File: src/rtl/systolic_nxn_mac_pkg.sv
// Shared types and sizing helpers for the NxN output-stationary systolic MAC.
package systolic_pkg;

    typedef enum logic [1:0] {IDLE, LOAD, DRAIN, OUT} state_e;

    localparam int N_DEFAULT = 4;
    localparam int DRAIN_LEN = 2 * N_DEFAULT - 1;

    function automatic int acc_width(input int data_w, input int k_max);
        return 2 * data_w + $clog2(k_max);
    endfunction

    // Last beat reaches the far corner PE 2N-2 hops after acceptance.
    function automatic int drain_len(input int n);
        return 2 * n - 1;
    endfunction

endpackage

File: src/rtl/systolic_nxn_mac_if.sv
// Operand stream, job control and row-serial result port of the systolic MAC.
interface systolic_nxn_mac_if import systolic_pkg::*; #(
    parameter int DATA_W = 8,
    parameter int N      = 4,
    parameter int K_MAX  = 256,
    parameter int ACC_W  = acc_width(DATA_W, K_MAX)
);
    logic                          start;
    logic [$clog2(K_MAX+1)-1:0]    k_len;
    logic                          acc_keep;
    logic                          in_valid;
    logic                          in_ready;
    logic [N-1:0][DATA_W-1:0]      a_vec;
    logic [N-1:0][DATA_W-1:0]      b_vec;
    logic                          out_valid;
    logic                          out_ready;
    logic [N-1:0][ACC_W-1:0]       out_row;
    logic [$clog2(N)-1:0]          out_idx;
    logic                          out_last;
    logic                          busy;
    logic                          done;

    modport master (
        output start, k_len, acc_keep, in_valid, a_vec, b_vec, out_ready,
        input  in_ready, out_valid, out_row, out_idx, out_last, busy, done
    );

    modport slave (
        input  start, k_len, acc_keep, in_valid, a_vec, b_vec, out_ready,
        output in_ready, out_valid, out_row, out_idx, out_last, busy, done
    );
endinterface

File: src/rtl/systolic_nxn_mac_pe_acc.sv
// One processing element: forwards a right / b down with a 1-cycle hop and
// accumulates a*b whenever the travelling valid tag is set.
module systolic_pe_acc #(
    parameter int DATA_W = 8,
    parameter int ACC_W  = 24,
    parameter int SIGNED = 1
) (
    input  logic              clk,
    input  logic              rst,
    input  logic              clr,
    input  logic [DATA_W-1:0] a_in,
    input  logic [DATA_W-1:0] b_in,
    input  logic              v_in,
    output logic [DATA_W-1:0] a_out,
    output logic [DATA_W-1:0] b_out,
    output logic              v_out,
    output logic [ACC_W-1:0]  acc
);
    logic [DATA_W-1:0]   a_q, a_d, b_q, b_d;
    logic                v_q, v_d;
    logic [ACC_W-1:0]    acc_q, acc_d, prod_ext;
    logic [2*DATA_W-1:0] prod;
    logic                ext;

    always_comb begin
        // Low 2*DATA_W bits of the extended-operand product equal the signed product.
        if (SIGNED != 0)
            prod = {{DATA_W{a_in[DATA_W-1]}}, a_in} * {{DATA_W{b_in[DATA_W-1]}}, b_in};
        else
            prod = {{DATA_W{1'b0}}, a_in} * {{DATA_W{1'b0}}, b_in};
        ext      = (SIGNED != 0) ? prod[2*DATA_W-1] : 1'b0;
        prod_ext = {{(ACC_W-2*DATA_W){ext}}, prod};
        a_d   = a_in;
        b_d   = b_in;
        v_d   = v_in;
        acc_d = acc_q;
        if (clr)       acc_d = '0;
        else if (v_in) acc_d = acc_q + prod_ext;
    end

    always_ff @(posedge clk or posedge rst) begin
        if (rst) begin
            a_q   <= '0;
            b_q   <= '0;
            v_q   <= 1'b0;
            acc_q <= '0;
        end else begin
            a_q   <= a_d;
            b_q   <= b_d;
            v_q   <= v_d;
            acc_q <= acc_d;
        end
    end

    assign a_out = a_q;
    assign b_out = b_q;
    assign v_out = v_q;
    assign acc   = acc_q;
endmodule

File: src/rtl/systolic_nxn_mac.sv
// NxN output-stationary matmul engine: skews unskewed operand vectors into a
// PE grid, drains the wavefront, then streams result rows out with backpressure.
module systolic_nxn_mac import systolic_pkg::*; #(
    parameter int DATA_W = 8,
    parameter int N      = 4,
    parameter int K_MAX  = 256,
    parameter int SIGNED = 1,
    parameter int ACC_W  = acc_width(DATA_W, K_MAX)
) (
    input logic clk,
    input logic rst,
    systolic_nxn_mac_if.slave io
);
    localparam int KW        = $clog2(K_MAX + 1);
    localparam int RW        = $clog2(N);
    localparam int DRAIN_CYC = drain_len(N);
    localparam int DW        = $clog2(DRAIN_CYC);

    state_e          state_q, state_d;
    logic [KW-1:0]   klen_q, klen_d, kcnt_q, kcnt_d;
    logic [DW-1:0]   dcnt_q, dcnt_d;
    logic [RW-1:0]   row_q, row_d;
    logic            done_q, done_d;
    logic            clr, accept;

    assign accept = (state_q == LOAD) && io.in_valid;

    always_comb begin
        state_d = state_q;
        klen_d  = klen_q;
        kcnt_d  = kcnt_q;
        dcnt_d  = dcnt_q;
        row_d   = row_q;
        done_d  = 1'b0;
        clr     = 1'b0;
        case (state_q)
            IDLE: if (io.start) begin
                klen_d  = io.k_len;
                kcnt_d  = '0;
                row_d   = '0;
                clr     = !io.acc_keep;
                state_d = (io.k_len == '0) ? OUT : LOAD;
            end
            LOAD: if (accept) begin
                kcnt_d = kcnt_q + 1'b1;
                if (kcnt_q + 1'b1 == klen_q) begin
                    dcnt_d  = '0;
                    state_d = DRAIN;
                end
            end
            DRAIN: begin
                dcnt_d = dcnt_q + 1'b1;
                if (dcnt_q == DW'(DRAIN_CYC - 1)) state_d = OUT;
            end
            OUT: if (io.out_ready) begin
                if (row_q == RW'(N - 1)) begin
                    row_d   = '0;
                    done_d  = 1'b1;
                    state_d = IDLE;
                end else begin
                    row_d = row_q + 1'b1;
                end
            end
            default: state_d = IDLE;
        endcase
    end

    always_ff @(posedge clk or posedge rst) begin
        if (rst) begin
            state_q <= IDLE;
            klen_q  <= '0;
            kcnt_q  <= '0;
            dcnt_q  <= '0;
            row_q   <= '0;
            done_q  <= 1'b0;
        end else begin
            state_q <= state_d;
            klen_q  <= klen_d;
            kcnt_q  <= kcnt_d;
            dcnt_q  <= dcnt_d;
            row_q   <= row_d;
            done_q  <= done_d;
        end
    end

    // Lane i of A / lane j of B delayed i / j cycles; the valid tag rides with A.
    logic [N-1:0][DATA_W-1:0] a_sk, b_sk;
    logic [N-1:0]             v_sk;

    for (genvar i = 0; i < N; i++) begin : g_skew
        if (i == 0) begin : g_direct
            assign a_sk[i] = io.a_vec[i];
            assign b_sk[i] = io.b_vec[i];
            assign v_sk[i] = accept;
        end else begin : g_delay
            logic [i-1:0][DATA_W:0]   av_q, av_d;
            logic [i-1:0][DATA_W-1:0] bs_q, bs_d;
            always_comb begin
                av_d[0] = {accept, io.a_vec[i]};
                bs_d[0] = io.b_vec[i];
                for (int s = 1; s < i; s++) begin
                    av_d[s] = av_q[s-1];
                    bs_d[s] = bs_q[s-1];
                end
            end
            always_ff @(posedge clk or posedge rst) begin
                if (rst) begin
                    av_q <= '0;
                    bs_q <= '0;
                end else begin
                    av_q <= av_d;
                    bs_q <= bs_d;
                end
            end
            assign {v_sk[i], a_sk[i]} = av_q[i-1];
            assign b_sk[i]            = bs_q[i-1];
        end
    end

    logic [N-1:0][N-1:0][DATA_W-1:0] a_h, b_h;
    logic [N-1:0][N-1:0]             v_h;
    logic [N-1:0][N-1:0][ACC_W-1:0]  acc;

    for (genvar i = 0; i < N; i++) begin : g_row
        for (genvar j = 0; j < N; j++) begin : g_col
            logic [DATA_W-1:0] a_i, b_i;
            logic              v_i;
            if (j == 0) begin : g_a_edge
                assign a_i = a_sk[i];
                assign v_i = v_sk[i];
            end else begin : g_a_hop
                assign a_i = a_h[i][j-1];
                assign v_i = v_h[i][j-1];
            end
            if (i == 0) begin : g_b_edge
                assign b_i = b_sk[j];
            end else begin : g_b_hop
                assign b_i = b_h[i-1][j];
            end
            systolic_pe_acc #(.DATA_W(DATA_W), .ACC_W(ACC_W), .SIGNED(SIGNED)) u_pe (
                .clk(clk), .rst(rst), .clr(clr),
                .a_in(a_i), .b_in(b_i), .v_in(v_i),
                .a_out(a_h[i][j]), .b_out(b_h[i][j]), .v_out(v_h[i][j]),
                .acc(acc[i][j])
            );
        end
        logic edge_unused;
        assign edge_unused = ^{a_h[i][N-1], v_h[i][N-1], b_h[N-1][i]};
    end

    assign io.in_ready  = (state_q == LOAD);
    assign io.out_valid = (state_q == OUT);
    assign io.out_row   = (state_q == OUT) ? acc[row_q] : '0;
    assign io.out_idx   = row_q;
    assign io.out_last  = (state_q == OUT) && (row_q == RW'(N - 1));
    assign io.busy      = (state_q != IDLE);
    assign io.done      = done_q;
endmodule

File: src/flat_wrapper.sv
// flat-port wrapper written by rule: the top's interface ports become plain ports
module systolic_nxn_mac_flat import systolic_pkg::*;
#(
    parameter int DATA_W = 8,
    parameter int N      = 4,
    parameter int K_MAX  = 256,
    parameter int SIGNED = 1,
    parameter int ACC_W  = acc_width(DATA_W, K_MAX)
)
  (clk, rst, io_start, io_k_len, io_acc_keep, io_in_valid, io_a_vec, io_b_vec, io_out_ready, io_in_ready, io_out_valid, io_out_row, io_out_idx, io_out_last, io_busy, io_done);
  systolic_nxn_mac_if #(.DATA_W(DATA_W), .N(N), .K_MAX(K_MAX), .ACC_W(ACC_W)) io_i ();
  input logic clk;
  input logic rst;
  input wire logic [$bits(io_i.start)-1:0] io_start;
  input wire logic [$bits(io_i.k_len)-1:0] io_k_len;
  input wire logic [$bits(io_i.acc_keep)-1:0] io_acc_keep;
  input wire logic [$bits(io_i.in_valid)-1:0] io_in_valid;
  input wire logic [$bits(io_i.a_vec)-1:0] io_a_vec;
  input wire logic [$bits(io_i.b_vec)-1:0] io_b_vec;
  input wire logic [$bits(io_i.out_ready)-1:0] io_out_ready;
  output wire logic [$bits(io_i.in_ready)-1:0] io_in_ready;
  output wire logic [$bits(io_i.out_valid)-1:0] io_out_valid;
  output wire logic [$bits(io_i.out_row)-1:0] io_out_row;
  output wire logic [$bits(io_i.out_idx)-1:0] io_out_idx;
  output wire logic [$bits(io_i.out_last)-1:0] io_out_last;
  output wire logic [$bits(io_i.busy)-1:0] io_busy;
  output wire logic [$bits(io_i.done)-1:0] io_done;
  assign io_i.start = io_start;
  assign io_i.k_len = io_k_len;
  assign io_i.acc_keep = io_acc_keep;
  assign io_i.in_valid = io_in_valid;
  assign io_i.a_vec = io_a_vec;
  assign io_i.b_vec = io_b_vec;
  assign io_i.out_ready = io_out_ready;
  assign io_in_ready = io_i.in_ready;
  assign io_out_valid = io_i.out_valid;
  assign io_out_row = io_i.out_row;
  assign io_out_idx = io_i.out_idx;
  assign io_out_last = io_i.out_last;
  assign io_busy = io_i.busy;
  assign io_done = io_i.done;
  systolic_nxn_mac #(.DATA_W(DATA_W), .N(N), .K_MAX(K_MAX), .SIGNED(SIGNED), .ACC_W(ACC_W)) u_core (.clk(clk), .rst(rst), .io(io_i));
endmodule
File: config.mk
export PLATFORM = sky130hd
export DESIGN_NAME = systolic_nxn_mac_flat
export DESIGN_NICKNAME = d
export VERILOG_FILES = /design/src/rtl/systolic_nxn_mac_pkg.sv /design/src/rtl/systolic_nxn_mac_if.sv /design/src/rtl/systolic_nxn_mac_pe_acc.sv /design/src/rtl/systolic_nxn_mac.sv /design/src/flat_wrapper.sv
export SDC_FILE = /design/constraint.sdc
export NUM_CORES = 2
export LEC_CHECK = 0
export ABC_AREA = 1
export ABC_CLOCK_PERIOD_IN_PS = 57200
export CORE_UTILIZATION = 45
export CTS_BUF_LIST = sky130_fd_sc_hd__clkbuf_4 sky130_fd_sc_hd__clkbuf_8
export CTS_CLUSTER_SIZE = 10
export DETAILED_ROUTE_END_ITERATION = 16
export HOLD_SLACK_MARGIN = 0.05
export SYNTH_ARGS = -nofsm -noshare
export SYNTH_HDL_FRONTEND = slang
export SYNTH_SLANG_ARGS = --single-unit
export TNS_END_PERCENT = 30
File: constraint.sdc
create_clock -name clk -period 57.2 [get_ports clk]
set_clock_uncertainty 0.2 [all_clocks]
set_input_delay 17.16 -clock clk [delete_from_list [all_inputs] [get_ports clk]]
set_output_delay 17.16 -clock clk [all_outputs]
set_load 0.1 [all_outputs]
# Word level (Yosys, flattened, before mapping)
# Index checks and enable logic that the tools add are counted.
# word_totals
latchBits,0
register_bits,716
out_inout_bits,103
memories,0
mem_bits_ro,0
wordCells,206
mem_bits_rw,0
in_bits,79
# op_classes
mux,58
mul,16
shifts,0
div_mod_pow,0
reduce_logical,30
add_sub_neg,19
eq_ne,12
n_bitwise,0
magnitude_cmp,1
# ops
op,count
24-bit 2-to-1 mux,32
24-bit adder,16
8-bit by 8-bit multiplier with 16-bit output,16
96-bit binary-select mux with 2-bit select,1
96-bit 2-to-1 mux,2
2-bit nonzero test,20
2-bit 2-to-1 mux,10
9-bit 2-to-1 mux,2
9-bit one-hot mux with 2 select lines,1
"9-bit by 1-bit adder with 9-bit output, second input constant",1
9-bit == test,1
9-bit zero test,1
3-bit AND reduction,3
"2-bit by 1-bit inequality test with 1-bit output, second input constant",4
2-bit one-hot mux with 4 select lines,1
"2-bit == test, second input constant",3
3-bit 2-to-1 mux,2
3-bit one-hot mux with 2 select lines,1
6-bit AND reduction,1
1-bit 2-to-1 mux,5
"2-bit inequality test, second input constant",2
2-bit one-hot mux with 2 select lines,1
"3-bit by 1-bit adder with 3-bit output, second input constant",1
"3-bit == test, second input constant",1
other kinds (7),8

# Longest topological paths before layout
# depth
word_depth,5
mapped_depth,34
ltp_nobuf,33

# Modules after synthesis
# A second synthesis with hierarchy kept.
# hier_totals
cells_unflattened,12813
hier_area_um2,92847.8
# modules_own_cells
mod,instances,seq_area_each_um2,area_each_um2,cells_each
systolic_pe_acc (u_core.g_row[0].g_col[0].u_pe ...),5,1026.0,5442.7,761
systolic_pe_acc (u_core.g_row[1].g_col[1].u_pe ...),5,1026.0,5337.6,734
systolic_pe_acc (u_core.g_row[2].g_col[3].u_pe ...),4,1026.0,5280.1,714
systolic_nxn_mac,1,3128.0,7244.4,1056
systolic_pe_acc (u_core.g_row[2].g_col[2].u_pe),1,1026.0,5347.6,722
systolic_pe_acc (u_core.g_row[3].g_col[3].u_pe),1,1026.0,5233.8,704

# Worst setup path after synthesis
# OpenSTA, ideal clock, no wires.
# synth_path
path_kind,input to register
startpoint,input port io_b_vec[2]
endpoint,register u_core.g_row[0].g_col[0].u_pe.acc_q[23]
setup_ns,0.117
required_ns,56.883
setup_slack_ns,34.750
n_path_buf,1
stages,26
arrival_time_ns,22.132
cell_sequence,clkbuf_1 -> nand2_1 -> fa_1 -> inv_1 -> fa_1 -> inv_1 -> fa_1 -> inv_1 -> fa_1 -> ha_1 -> nand2_1 -> nor2_1 -> nand3_1 -> nand3_1 -> inv_1 -> nand3_1 -> nand2_1 -> ha_1 -> inv_1 -> nor3_1 -> nand4_1 -> or2_0 -> nand3_1 -> nand3_1 -> nand3_1 -> nand2_1
# synth_between
elab_chain_len,4
# synth_lines
item,line_no,rtl
from (decl),flat_wrapper.sv:19,input wire logic [$bits(io_i.b_vec)-1:0] io_b_vec;
8-bit by 8-bit multiplier with 16-bit output,systolic_nxn_mac_pe_acc.sv:28,"prod = {{DATA_W{a_in[DATA_W-1]}}, a_in} * {{DATA_W{b_in[DATA_W-1]}}, b_in};"
24-bit adder,systolic_nxn_mac_pe_acc.sv:38,else if (v_in) acc_d = acc_q + prod_ext;
24-bit 2-to-1 mux,systolic_nxn_mac_pe_acc.sv:38,
24-bit 2-to-1 mux,systolic_nxn_mac_pe_acc.sv:37,if (clr) acc_d = '0;
to (signal assigned),systolic_nxn_mac_pe_acc.sv:46,acc_q <= '0;
to (signal assigned),systolic_nxn_mac_pe_acc.sv:51,acc_q <= acc_d;
to (decl),systolic_nxn_mac_pe_acc.sv:21,"logic [ACC_W-1:0] acc_q, acc_d, prod_ext;"
# No other way between the ends. The select of a mux whose other input is x is not followed.
# A chain may end at the register's enable or synchronous reset.

# Worst setup path in the final report
# Same ends and word-level chain as after synthesis.

==> results.py <==
metrics = {
    "run_status": {
        "outcome": "finished clean",
    },
    "drt": {
        "drcViolationCount": 0,
        "wirelength_mm": 275,
        "dr.first_iter.drc_count": 5239,
        "drtPass1Iterations": 8,
        "ant_nets": 0,
        "post_drt_wl_per_cell_microns": 18.0,
        "via_per_inst": 5.15,
        "vias": 78700,
    },
    "floorplanning": {
        "ios": 182,
        "die_w_microns": 449,
        "initial_core_util_pct": 45.4,
        "fp.dieH_microns": 449,
        "dieArea_sq_um": 201000,
        "core_area_sq_um": 198000,
        "rows": 163,
    },
    "final_layout": {
        "drive_gt1_share_pct": 3.74,
        "finalNetCount": 14300,
        "syn_to_final_growth_pct": 8.41,
    },
    "global_routing": {
        "grt_pass1_wl_mm": 440,
        "grt_max_degree": 152,
        "grt-ovfl-total": 0,
        "track_usage_pct": 27.5,
        "antenna_found_initial": 15,
        "grt_pass1_vias": 80100,
    },
    "setup_path": {
        "cp_max_fo": 9,
        "crit_slowest_cell": "fa_1",
        "start_kind": "primary input",
        "arrival_ns": 23.62,
        "r2r_cells": 24,
        "worstSetupPathType": "primary input to register",
        "critPathRequiredTime_ns": 57.80,
        "cpPeakStageDelay_ns": 0.81,
        "cp-end-kind": "register",
        "crit_top_cell": "nand3_1",
    },
    "sta": {
        "worst_pin_slew_ns": 1.19,
        "tns_ns": 0,
        "setup_viol": 0,
        "finalHoldViolCount": 0,
        "fin_crit_ns": 23.02,
        "clock.fmax_mhz": 43.4,
        "rsz0062_at_grt": "false",
        "drv_slew": 0,
        "relSlewSlack_pct": 20.5,
        "period_share_pct": 40.3,
    },
    "synthesis": {
        "syn_area_sq_um": 89800,
        "synth_edf_count": 0,
        "synth_cells": 12500,
        "yosys.cell_types.count": 53,
        "ys_seq_area_share_pct": 19.6,
        "synth_top_flop_cell": "dfrtp_1",
        "syn_area_per_cell_sq_um": 7.17,
        "syn_nets": 14300,
        "ys_ff_latch": 704,
        "synth_warnings": 0,
        "synthArstFlopShare_pct": 100,
    },
    "hold_path": {
        "hp-class": "register to register",
        "worstHoldPathCells": 0,
    },
    "cts": {
        "tritoncts": "yes",
        "cts_setup_buffers": 0,
        "insertion_delay_ns": 0.92,
        "clock-root-buffer": "clkbuf_8",
        "numCtsBuffers": 152,
        "cts_resized": 0,
        "cts_hold_buf": 0,
        "clockBufferDepth": 3,
        "cts_max_level": 4,
        "path_clk_slew_ns": 0.06,
        "clock_sinks": 704,
    },
    "placed_design": {
        "io_buffers": 181,
        "gp_congestion": 0.949,
        "dp_hpwl_mm": 221,
    },
    "flow_run": {
        "maxCapViolCount": 0,
    },
}
-- critical path, delay by kind of cell --
kind	cells	cell delay [ns]
adders and majority gates	6	3.11
and+or+nand+nor	15	2.25
buffers and inverters	5	1.10
-- registers in the layout (all words and copies together), names as in the netlist --
signal / cells
u_core.klen_q: 9
u_core.kcnt_q: 9
u_core.g_skew.g_delay.av_q: 9
u_core.state_q: 2
u_core.a_sk: 16
u_core.g_row.g_col.u_pe.a_out: 96
u_core.io.done: 1
u_core.io.out_idx: 2
u_core.g_row.g_col.u_pe.v_out: 3
u_core.g_row.g_col.u_pe.acc: 384
u_core.g_row.g_col.v_i: 2
u_core.g_skew.g_delay.bs_d: 24
u_core.g_row.g_col.u_pe.b_out: 96
u_core.dcnt_q: 3
u_core.g_row.g_col.b_i: 24
u_core.g_skew.g_delay.av_d: 24
-- layout by cell type (no fill, tap or decap), drive strengths merged, types with 31 or more instances in the layout --
master	Yosys	routed
fa	896	896
nand4	87	87
xor2	138	138
a21oi	908	908
clkinv	6	32
a21o	38	38
buf	67	36
clkdlybuf4s50	0	179
inv	3011	3011
o21bai	48	48
o22ai	85	85
ha	840	840
nand2	2920	2920
a21boi	31	31
or2	57	57
clkbuf	318	218
nor3	58	58
dfrtp	704	704
xnor2	77	77
o21ai	844	844
nand3	481	481
nor2	776	776
-- cells in the mapped netlist, types with 5 or more instances --
library cell	count	area, sq um
nand4_1	87	544
inv_2	13	48.8
nor2_1	759	2850
ha_1	840	10500
a31o_2	17	149
o21ai_0	678	3390
or2_0	9	56.3
o21a_1	6	45.0
clkbuf_1	318	1190
buf_2	51	255
and2_1	10	62.6
clkinv_1	6	22.5
o2111ai_1	6	52.6
or2_2	37	231
inv_1	2998	11300
nor3_1	56	280
a21o_1	38	285
o31ai_1	16	120
dfrtp_1	704	17600
o21ai_2	38	333
o211ai_1	26	195
a21oi_1	899	4500
a31oi_1	9	56.3
nand3b_1	9	67.6
xnor2_1	77	674
a21boi_0	11	82.6
a21oi_2	9	78.8
buf_1	15	56.3
o21ai_1	128	641
fa_1	896	17900
o21bai_1	48	360
xor2_1	138	1210
nor4_1	5	31.3
or2_1	11	68.8
nand2_1	2915	10900
nand3_1	478	2390
a21boi_2	13	146
nor2_2	14	87.6
o22ai_1	85	532
nand2b_1	14	87.6
a21boi_1	7	52.6
a32o_1	7	70.1
-- cell type report --
type / instances / area, sq um
diodes: 4 / 10.0
inverters: 3017 / 11300
repair buffers: 215 / 2070
flip-flops and latches: 704 / 17600
fillers: 19900 / 100000
well taps: 2640 / 3300
clock inverters: 58 / 836
multi-input cells: 8422 / 59400
clock buffers: 218 / 2800
-- final timing paths --
check / startpoint / end / slack, ns
setup / recovery: io_b_vec[2] / u_core.g_row[0].g_col[0].u_pe.acc[23] / 34.18
hold / removal: u_core.g_skew[2].g_delay.av_d[12] / u_core.a_sk[19] / 0.13
setup reg to reg: u_core.g_row[3].g_col[1].u_pe.a_out[7] / u_core.g_row[3].g_col[2].u_pe.acc[20] / 50.37
hold reg to reg: u_core.g_skew[2].g_delay.av_d[12] / u_core.a_sk[19] / 0.13
max in group asynchronous: rst / u_core.g_row[0].g_col[0].u_pe.acc[15] / 37.25
min in group asynchronous: rst / u_core.g_row[3].g_col[1].u_pe.a_out[6] / 16.56
-- stage by stage --
step	hold WS (ns)	setup slack (ns)	std cells	util, %	instance area [sq um]
after global routing	0.152	33.83	15300	49.2	97400
after detailed placement	0.135	33.29	15000	47.4	93700
after floorplan	0.131	20.10	12500	-	89800
final	0.133	34.18	15300	49.2	97400
after global placement	0.131	33.30	15000	47.4	93700
after CTS	0.141	34.31	15300	49.2	97400
-- routing by layer --
layer	track usage, %	up-vias	wire (microns)
met5	0	-	67
met4	9.68	10	10400
met3	3.23	404	13100
met2	46.9	1889	131000
met1	36.0	38000	121000
li1	-	38400	-
-- cell families after synthesis --
| group | count (synthesis) | share of synthesized area, % |
|---|---|---|
| AND/OR/NAND/NOR | 4419 | 19.9 |
| buffers and inverters | 3402 | 14.3 |
| AO/OA/AOI/OAI | 2052 | 12.5 |
| adder cells (fa/ha/maj) | 1736 | 31.7 |
| flip-flops | 704 | 19.6 |
| XOR/XNOR | 215 | 2.10 |
Power is not shown: default switching activity piles up to over one toggle a cycle in this logic, so the estimate is an artifact.
